[src/rtl/seq_pkg.sv]
// Shared definitions for the seq_pattern_tx serial frame transmitter.
//   state_e         : FSM state encoding (IDLE, SHIFT, GAP, FIN)
//   DEFAULT_PATTERN : pattern held in the capture register out of reset
package seq_pkg;

  typedef enum logic [1:0] {
    ST_IDLE  = 2'd0,
    ST_SHIFT = 2'd1,
    ST_GAP   = 2'd2,
    ST_FIN   = 2'd3
  } state_e;

  localparam logic [4:0] DEFAULT_PATTERN = 5'b10110;

endpackage : seq_pkg

[src/rtl/seq_piso.sv]
// Loadable MSB-first parallel-in/serial-out shift register with bit counter.
//   clk, rst  : clock, async active-low reset
//   load_i    : load data_i and restart the bit counter
//   shift_i   : shift left by one (zero fill), advance counter modulo W
//   data_i    : parallel frame, MSB transmitted first
//   msb_o     : current serial bit (register MSB)
//   last_o    : current bit is the last one of the frame
module seq_piso #(
  parameter int unsigned W = 5
) (
  input  logic         clk,
  input  logic         rst,
  input  logic         load_i,
  input  logic         shift_i,
  input  logic [W-1:0] data_i,
  output logic         msb_o,
  output logic         last_o
);

  localparam int unsigned BC_W = (W > 1) ? $clog2(W) : 1;

  logic [W-1:0]    sreg_q, sreg_d;
  logic [BC_W-1:0] cnt_q, cnt_d;

  assign msb_o  = sreg_q[W-1];
  assign last_o = (cnt_q == BC_W'(W - 1));

  // Load wins over shift; shifting out the last bit leaves the register zero.
  always_comb begin
    sreg_d = sreg_q;
    cnt_d  = cnt_q;
    if (load_i) begin
      sreg_d = data_i;
      cnt_d  = '0;
    end else if (shift_i) begin
      sreg_d = sreg_q << 1;
      cnt_d  = last_o ? '0 : cnt_q + BC_W'(1);
    end
  end

  always_ff @(posedge clk or negedge rst) begin
    if (!rst) begin
      sreg_q <= '0;
      cnt_q  <= '0;
    end else begin
      sreg_q <= sreg_d;
      cnt_q  <= cnt_d;
    end
  end

endmodule : seq_piso

[src/rtl/seq_pattern_tx.sv]
// Repeating serial pattern transmitter: sends a captured SEQ_LEN-bit frame
// MSB first, reps times, with gap idle cycles between frames, then pulses done.
// Optional feature: define SEQ_TX_PARITY_EN to append an even-parity bit per frame.
//   clk, rst  : clock, async active-low reset
//   start     : request, accepted only while ready=1
//   pattern   : frame bits;  reps : frame count;  gap : idle cycles between frames
//   ready     : idle;  busy : ~ready
//   out_data  : serial bit;  out_valid : out_data carries a frame bit
//   done      : one-cycle pulse at request completion
module seq_pattern_tx
  import seq_pkg::*;
#(
  parameter int unsigned SEQ_LEN = 5,
  parameter int unsigned CNT_W   = 4,
  parameter int unsigned GAP_W   = 4
) (
  input  logic               clk,
  input  logic               rst,
  input  logic               start,
  input  logic [SEQ_LEN-1:0] pattern,
  input  logic [CNT_W-1:0]   reps,
  input  logic [GAP_W-1:0]   gap,
  output logic               ready,
  output logic               out_data,
  output logic               out_valid,
  output logic               busy,
  output logic               done
);

`ifdef SEQ_TX_PARITY_EN
  localparam int unsigned FRAME_W = SEQ_LEN + 1;
`else
  localparam int unsigned FRAME_W = SEQ_LEN;
`endif

  state_e             state_q, state_d;
  logic [SEQ_LEN-1:0] pat_q, pat_d;
  logic [CNT_W-1:0]   frames_q, frames_d, frames_dec;
  logic [GAP_W-1:0]   gap_q, gap_d;
  logic [GAP_W-1:0]   gap_cnt_q, gap_cnt_d;
  logic               ready_q, busy_q, valid_q, done_q;

  logic               piso_load, piso_shift, piso_last;
  logic [FRAME_W-1:0] frame_new, frame_cap, load_data;

`ifdef SEQ_TX_PARITY_EN
  assign frame_new = {pattern, ^pattern};
  assign frame_cap = {pat_q, ^pat_q};
`else
  assign frame_new = pattern;
  assign frame_cap = pat_q;
`endif

  // Remaining-frame count saturates at zero.
  assign frames_dec = (frames_q != '0) ? frames_q - CNT_W'(1) : '0;

  seq_piso #(.W(FRAME_W)) u_piso (
    .clk     (clk),
    .rst     (rst),
    .load_i  (piso_load),
    .shift_i (piso_shift),
    .data_i  (load_data),
    .msb_o   (out_data),
    .last_o  (piso_last)
  );

  // Next-state, capture and shift-register control.
  always_comb begin
    state_d    = state_q;
    pat_d      = pat_q;
    frames_d   = frames_q;
    gap_d      = gap_q;
    gap_cnt_d  = gap_cnt_q;
    piso_load  = 1'b0;
    piso_shift = 1'b0;
    load_data  = frame_cap;
    case (state_q)
      ST_IDLE: begin
        if (start) begin
          pat_d    = pattern;
          gap_d    = gap;
          frames_d = reps;
          if (reps == '0) begin
            state_d = ST_FIN;
          end else begin
            state_d   = ST_SHIFT;
            piso_load = 1'b1;
            load_data = frame_new;
          end
        end
      end
      ST_SHIFT: begin
        if (piso_last) begin
          frames_d = frames_dec;
          if (frames_dec == '0) begin
            state_d    = ST_FIN;
            piso_shift = 1'b1;
          end else if (gap_q == '0) begin
            piso_load = 1'b1;
          end else begin
            state_d    = ST_GAP;
            gap_cnt_d  = gap_q;
            piso_shift = 1'b1;
          end
        end else begin
          piso_shift = 1'b1;
        end
      end
      ST_GAP: begin
        if (gap_cnt_q <= GAP_W'(1)) begin
          state_d   = ST_SHIFT;
          gap_cnt_d = '0;
          piso_load = 1'b1;
        end else begin
          gap_cnt_d = gap_cnt_q - GAP_W'(1);
        end
      end
      ST_FIN: begin
        state_d = ST_IDLE;
      end
      default: begin
        state_d = ST_IDLE;
      end
    endcase
  end

  // State, capture registers and registered status outputs.
  always_ff @(posedge clk or negedge rst) begin
    if (!rst) begin
      state_q   <= ST_IDLE;
      pat_q     <= SEQ_LEN'(DEFAULT_PATTERN);
      frames_q  <= '0;
      gap_q     <= '0;
      gap_cnt_q <= '0;
      ready_q   <= 1'b1;
      busy_q    <= 1'b0;
      valid_q   <= 1'b0;
      done_q    <= 1'b0;
    end else begin
      state_q   <= state_d;
      pat_q     <= pat_d;
      frames_q  <= frames_d;
      gap_q     <= gap_d;
      gap_cnt_q <= gap_cnt_d;
      ready_q   <= (state_d == ST_IDLE);
      busy_q    <= (state_d != ST_IDLE);
      valid_q   <= (state_d == ST_SHIFT);
      done_q    <= (state_d == ST_FIN);
    end
  end

  assign ready     = ready_q;
  assign busy      = busy_q;
  assign out_valid = valid_q;
  assign done      = done_q;

endmodule : seq_pattern_tx

[config.mk]
export PLATFORM = sky130hd
export DESIGN_NAME = seq_pattern_tx
export DESIGN_NICKNAME = d
export VERILOG_FILES = /design/src/rtl/seq_pkg.sv /design/src/rtl/seq_piso.sv /design/src/rtl/seq_pattern_tx.sv
export SDC_FILE = /design/constraint.sdc
export NUM_CORES = 1
export LEC_CHECK = 0
export ABC_AREA = 1
export CAP_MARGIN = 20
export CELL_PAD_IN_SITES_DETAIL_PLACEMENT = 0
export CELL_PAD_IN_SITES_GLOBAL_PLACEMENT = 1
export CORE_MARGIN = 2
export CORE_UTILIZATION = 40
export DETAILED_ROUTE_END_ITERATION = 12
export PLACE_DENSITY = 0.75
export SKIP_LAST_GASP = 1
export SLEW_MARGIN = 20
export SYNTH_ARGS = -nofsm -noshare
export SYNTH_HDL_FRONTEND = slang
export SYNTH_HIERARCHICAL = 1
export SYNTH_SLANG_ARGS = --single-unit
export TNS_END_PERCENT = 20
[constraint.sdc]
create_clock -name clk -period 1.9 [get_ports clk]
set_input_delay 0.38 -clock clk [delete_from_list [all_inputs] [get_ports clk]]
set_output_delay 0.38 -clock clk [all_outputs]
set_load 0.005 [all_outputs]
Word level (Yosys, flattened, before mapping)
Index checks and enable logic that the tools add are counted.
{"block": "word_totals", "reg_bits": 31, "latch_bits": 0, "ram_bits": 0, "rom_bits": 0, "inputBits": 16, "output_inout_bits": 5, "word_cells": 73, "n_memories": 0}
{"block": "classes", "n_addsub": 3, "multipliers": 0, "n_div": 0, "magnitude_cmp": 1, "eq_ne": 10, "shifts": 0, "mux": 35, "bitwise": 0, "n_reduce_logical": 13}
{"operator": "4-bit two-way mux", "n": 7}
{"operator": "5-bit two-way mux", "n": 5}
{"operator": "4-bit case mux with 2 select lines", "n": 2}
{"operator": "4-bit zero test", "n": 3}
{"operator": "2-bit two-way mux", "n": 6}
{"operator": "1-bit two-way mux", "n": 10}
{"operator": "3-bit two-way mux", "n": 3}
{"operator": "2-bit case mux with 4 select lines", "n": 1}
{"operator": "2-bit nonzero test", "n": 4}
{"operator": "4-bit by 1-bit subtractor with 4-bit output (second input constant)", "n": 2}
{"operator": "2-bit equality test (second input constant)", "n": 3}
{"operator": "2-bit != test (second input constant)", "n": 3}
{"operator": "2-bit by 1-bit equality test with 1-bit output (second input constant)", "n": 2}
{"operator": "4-bit by 1-bit <= comparator with 1-bit output (second input constant)", "n": 1}
{"operator": "2-bit zero test", "n": 2}
{"operator": "4-bit AND reduction", "n": 1}
{"operator": "4-bit nonzero test", "n": 1}
{"operator": "3-bit by 1-bit adder with 3-bit output (second input constant)", "n": 1}
{"operator": "3-bit equality test (second input constant)", "n": 1}
{"operator": "1-bit case mux with 3 select lines", "n": 1}
{"operator": "3-bit AND reduction", "n": 1}
{"operator": "2-bit by 1-bit != test with 1-bit output (second input constant)", "n": 1}
{"operator": "2-bit AND reduction", "n": 1}

Logic depth before layout (Yosys ltp)
{"block": "logic_depth", "word_depth": 8, "depth_mapped": 12, "mapped_depth_nobuf": 12}

Cells and area by module
Netlist, hierarchy kept.
{"mod": "seq_pattern_tx", "instances": 1, "cells_per_inst": 164, "area_per_inst_um2": 1276.2, "seq_area_each_um2": 580.6}
{"mod": "seq_piso", "instances": 1, "cells_per_inst": 50, "area_per_inst_um2": 424.2, "seq_area_each_um2": 200.2}

Worst setup path after synthesis
No wires, ideal clock.
{"block": "synth_path", "kind": "reg-to-reg", "startpoint": "register state_q[1]", "endpoint": "register u_piso.cnt_q[2]", "setup_ns": 0.121, "arrival_time_ns": 1.457, "required_ns": 1.779, "path_slack_ns": 0.322, "stages_incl_launch_ff": 13, "path_buffers": 2, "period_less_slack_ns": 1.578, "cell_sequence": "dfrtp_1 > inv_2 > nand3_2 > inv_2 > nand2_1 > buf_2 > o211ai_1 > buf_6 > inv_4 > nand2_4 > nand3_2 > nand2_1 > nor2_1"}
{"block": "synth_between", "elab_chain_len": 3, "elab_cells_between_ends": 7, "cone_classes": "eq/ne (2); mux (3); reduce/logical (2)"}
{"item": "start: declaration", "line": "seq_pattern_tx.sv:36", "source": "state_e state_q, state_d;"}
{"item": "start signal: assignment", "line": "seq_pattern_tx.sv:140", "source": "state_q <= state_d;"}
{"item": "2-bit equality test, or another cell as far along", "line": "seq_pattern_tx.sv:77", "source": "case (state_q)"}
{"item": "1-bit case mux with 3 select lines (*)", "line": "seq_pattern_tx.sv:77"}
{"item": "via piso_load", "line": "seq_pattern_tx.sv:43", "source": "logic piso_load, piso_shift, piso_last;"}
{"item": "3-bit two-way mux or 2-bit nonzero test (tied branches)"}
{"item": "end signal: assignment", "line": "seq_piso.sv:47", "source": "cnt_q <= cnt_d;"}
{"item": "end: declaration", "line": "seq_piso.sv:23", "source": "logic [BC_W-1:0] cnt_q, cnt_d;"}
Mark *: on every way through the listed nets, which the timed path passes. The rest lies on a longest branch.
A chain may end at the register's enable or synchronous reset.

Worst setup path in the final report
{"block": "layout_path", "startpoint": "register u_piso.cnt_q[0]", "endpoint": "register u_piso.cnt_q[2]"}
{"block": "layout_between", "elab_chain_len": 4, "elab_cells_between_ends": 10, "cone_classes": "add/sub (1); eq/ne (1); mux (7); reduce/logical (1)"}
{"item": "3-bit equality test", "line": "seq_piso.sv:26", "source": "assign last_o = (cnt_q == BC_W'(W - 1));"}
{"item": "via piso_last", "line": "seq_pattern_tx.sv:43"}
{"item": "1-bit two-way mux", "line": "seq_pattern_tx.sv:93", "source": "if (piso_last) begin"}
{"item": "1-bit two-way mux", "line": "seq_pattern_tx.sv:77"}
{"item": "via piso_shift", "line": "seq_pattern_tx.sv:43"}
{"item": "2-bit nonzero test (no source line)"}
The timed path passes the listed nets, and every way through them passes these cells. The select of a mux whose other input is x is not followed.

==> impl_results.md <==
* GRT met3 Usage at under 10%
* Netlist Area Pre-Place at 1700 um^2
* Critical R2R Launch: u_piso/cnt_q[0]
* Routed WL at 3290 um
* CTS Buf Count at 5
* Final Slew Violations at 0
* Hold wc startpoint: frame_cap[3]
* First-pass GRT wire length at 5990 um
* Routed len/inst at 11.2 um
* # IOs at 21
* Layout net count at ~260
* CTS root buffer: clkbuf_8
* TritonCTS clock tree: yes
* Flip-flop and latch count after synthesis at 31
* Core area at roughly 4100 um^2
* Initial antenna violation count at 0
* Tcrit/Tclk final at between 80% and 90%
* Initial core utilization at 41.9%
* DR vias at 1359
* Layout cells sized above 1 at 15.6%
* Post-Syn Instances at 214
* Synthesis-to-finish area growth at 21.4%
* Slew Limit Headroom at 73.5%
* CTS Hold Bufs at 0
* RR Endpoint: u_piso/cnt_q[2]
* Final ANT Viol Nets at 0
* Worst setup EP type: flip-flop
* Total global-route track usage at 15.5%
* Hold Path Cell Cnt at 2
* Vias per inst at 4.62
* R2R cell count at 12
* Worst vdd ir at 0.774 mV
* Slew @ Worst Pin at 0.398 ns
* Synth cell types at 30
* H-tree Lvls at 2
* Clock transition at path regs at 0.07 ns
* Power Density at 1580 nW/um^2
* Data required, critical path at 2.07 ns
* Filler cells at about 400
* HP Class: reg2reg
* Diode count at 0
* Synth Warn # at 6
* Met1 GRT Util at 22.4%
* CTS Sinks at 31
* Min Tclk post-route at 1.69 ns
* Hold EP: frame_cap[3]
* Peak Freq at 592 MHz
* Die W at 69.2 um
* Setup TNS at 0 ns
* Final-report setup violation count at 0
* GRT overflow at 0
* DRC Markers at 0
* Post-synthesis area per instance at roughly 7.9 um^2
* DR pass1 iterations at 4
* Leakage Power at 0.00103 uW
* Sequential fraction of the synthesis area at between 40% and 50%
* FP Rows at 23
* Final number of hold-violating endpoints at 0
* WS Path Type: reg2reg
* Worst-Skew Late Latency at between 0.2 and 0.3 ns
* Vias in the first global route at around 1300
* Hpwl dp at 2480 um
* Die ar. at around 4800 um^2
* Crit. Startpoint: u_piso/cnt_q[0]
* R2R Setup Slk at 0.21 ns
* Largest net degree at the start of global routing at 32
* GRT busiest layer: met1
* Status: completed
* Maxcap violations at 0
* Initial DRC Count at 109
* Layout Utilization at 50.9%
* RSZ-0062 raised after global routing: false
* PortBufs at 20
* Max clock buf depth at 2
* Grt met2 use at about 22%
* CP Data Arrival Time at 1.86 ns
* Syn nets at 234
* Clock Skews at 0.00786 ns
* Die Height at approximately 69 um
* Final GP Congestion at 0.725
* PostCTS Resize Cnt at 0
* CP Max Fanout at 5
* CP Launch Type: flip-flop
-- worst max-delay path, cell delays in order (launching register included) --
cell and delay [ns]:
dfrtp_1 0.35, inv_1 0.07, ha_1 0.19, nand2_1 0.10, inv_1 0.09, nand2_1 0.14, nand2_1 0.09, nand2_1 0.20
inv_2 0.08, nand2_4 0.10, nand3_2 0.06, nand2_1 0.06, nor2_1 0.03
-- state kept, by name, indices dropped and copies added, names as in the netlist --
signal and cells:
busy 1, done 1, frame_cap 5, frames_q 4
gap_cnt_q 4, gap_q 4, out_valid 1, ready 1
state_q 2, u_piso/cnt_q 3, u_piso/sreg_q 5
-- power by group --
| part | switching (uW) | total, uW | internal [uW] |
|---|---|---|---|
| Sequential | 167 | 1150 | 986 |
| Clock | 234 | 526 | 292 |
| Combinational | 955 | 1580 | 624 |
| Total | 1360 | 3260 | 1900 |
-- repair_timing --
action	in CTS	in global routing
buffers inserted	0	1
hold endpoints to repair	0	0
setup endpoints to repair	0	8
-- cell usage after synthesis (all sizes together) --
master,n,area share [%]
ha,4,2.9
o2bb2ai,1,0.52
nor2,17,5.3
o22ai,2,0.74
dfrtp,27,40
o211ai,2,0.88
nor3,1,0.29
buf,4,2.1
dfstp,4,6.2
xnor2,1,0.52
nand4,2,0.74
nand3,12,4.4
o21ai,27,9.1
a21oi,4,1.2
or2,1,0.37
inv,34,7.7
nand2,71,17
-- cell families (layout without fill, tap and decap cells) --
logic type,after synthesis,in the layout,synth area share (%)
and+or+nand+nor,104,104,28.6
DFF,31,31,45.9
buffers and inverters,38,68,9.71
xor gates and xnor gates,1,1,0.515
AOI/OAI and AO/OA,36,36,12.4
adders and majority gates,4,4,2.94
-- routing by layer --
metal	share of wire (%)	wire length (um)
met4	0.88	29
met1	52	1720
met3	4.6	150
met2	42	1390
met5	0	0
-- layout by cell type (no fill, tap or decap), drive strengths merged, types with 4 or more instances in the layout --
| cell type | instances |
|---|---|
| inv | 34 |
| nor2 | 17 |
| a21oi | 4 |
| clkbuf | 7 |
| buf | 6 |
| dfrtp | 27 |
| nand2 | 71 |
| nand3 | 12 |
| ha | 4 |
| o21ai | 27 |
| clkdlybuf4s50 | 20 |
| dfstp | 4 |
-- metrics by stage --
step | worst slack, ns | hold slack, ns | instances | power, uW | instance area, um^2
6_report | 0.211 | 0.485 | 294 | 3260 | 2060
5_1_grt | 0.0393 | 0.510 | 294 | 3600 | 2060
4_1_cts | 0.0336 | 0.491 | 293 | 3300 | 2060
3_5_place_dp | 0.0360 | 0.476 | 285 | 2740 | 1970
3_3_place_gp | 0.0102 | 0.467 | 285 | 2740 | 1970
2_1_floorplan | 0.322 | 0.0844 | 214 | 2340 | 1700
-- layout make-up --
cell class	count	area, um^2	area share (%)
inverters	34	130	6.30
multi-input cells	145	754	36.5
well taps	50	62.6	3.03
clock inverters	1	5.00	0.242
flip-flops and latches	31	781	37.8
repair buffers	26	245	11.9
clock buffers	7	86.3	4.18
-- how the worst max path moves through the flow --
stage,endpoint,slack (ns),cells past startpoint
6_report,u_piso/cnt_q[2],0.21,12
5_1_grt,u_piso/sreg_q[1],0.04,10
4_1_cts,u_piso/sreg_q[2],0.03,11
3_5_place_dp,u_piso/sreg_q[3],0.04,8
3_3_place_gp,u_piso/sreg_q[1],0.01,8
2_1_floorplan,u_piso/cnt_q[2],0.32,12
(Power assumes the default switching activity.)
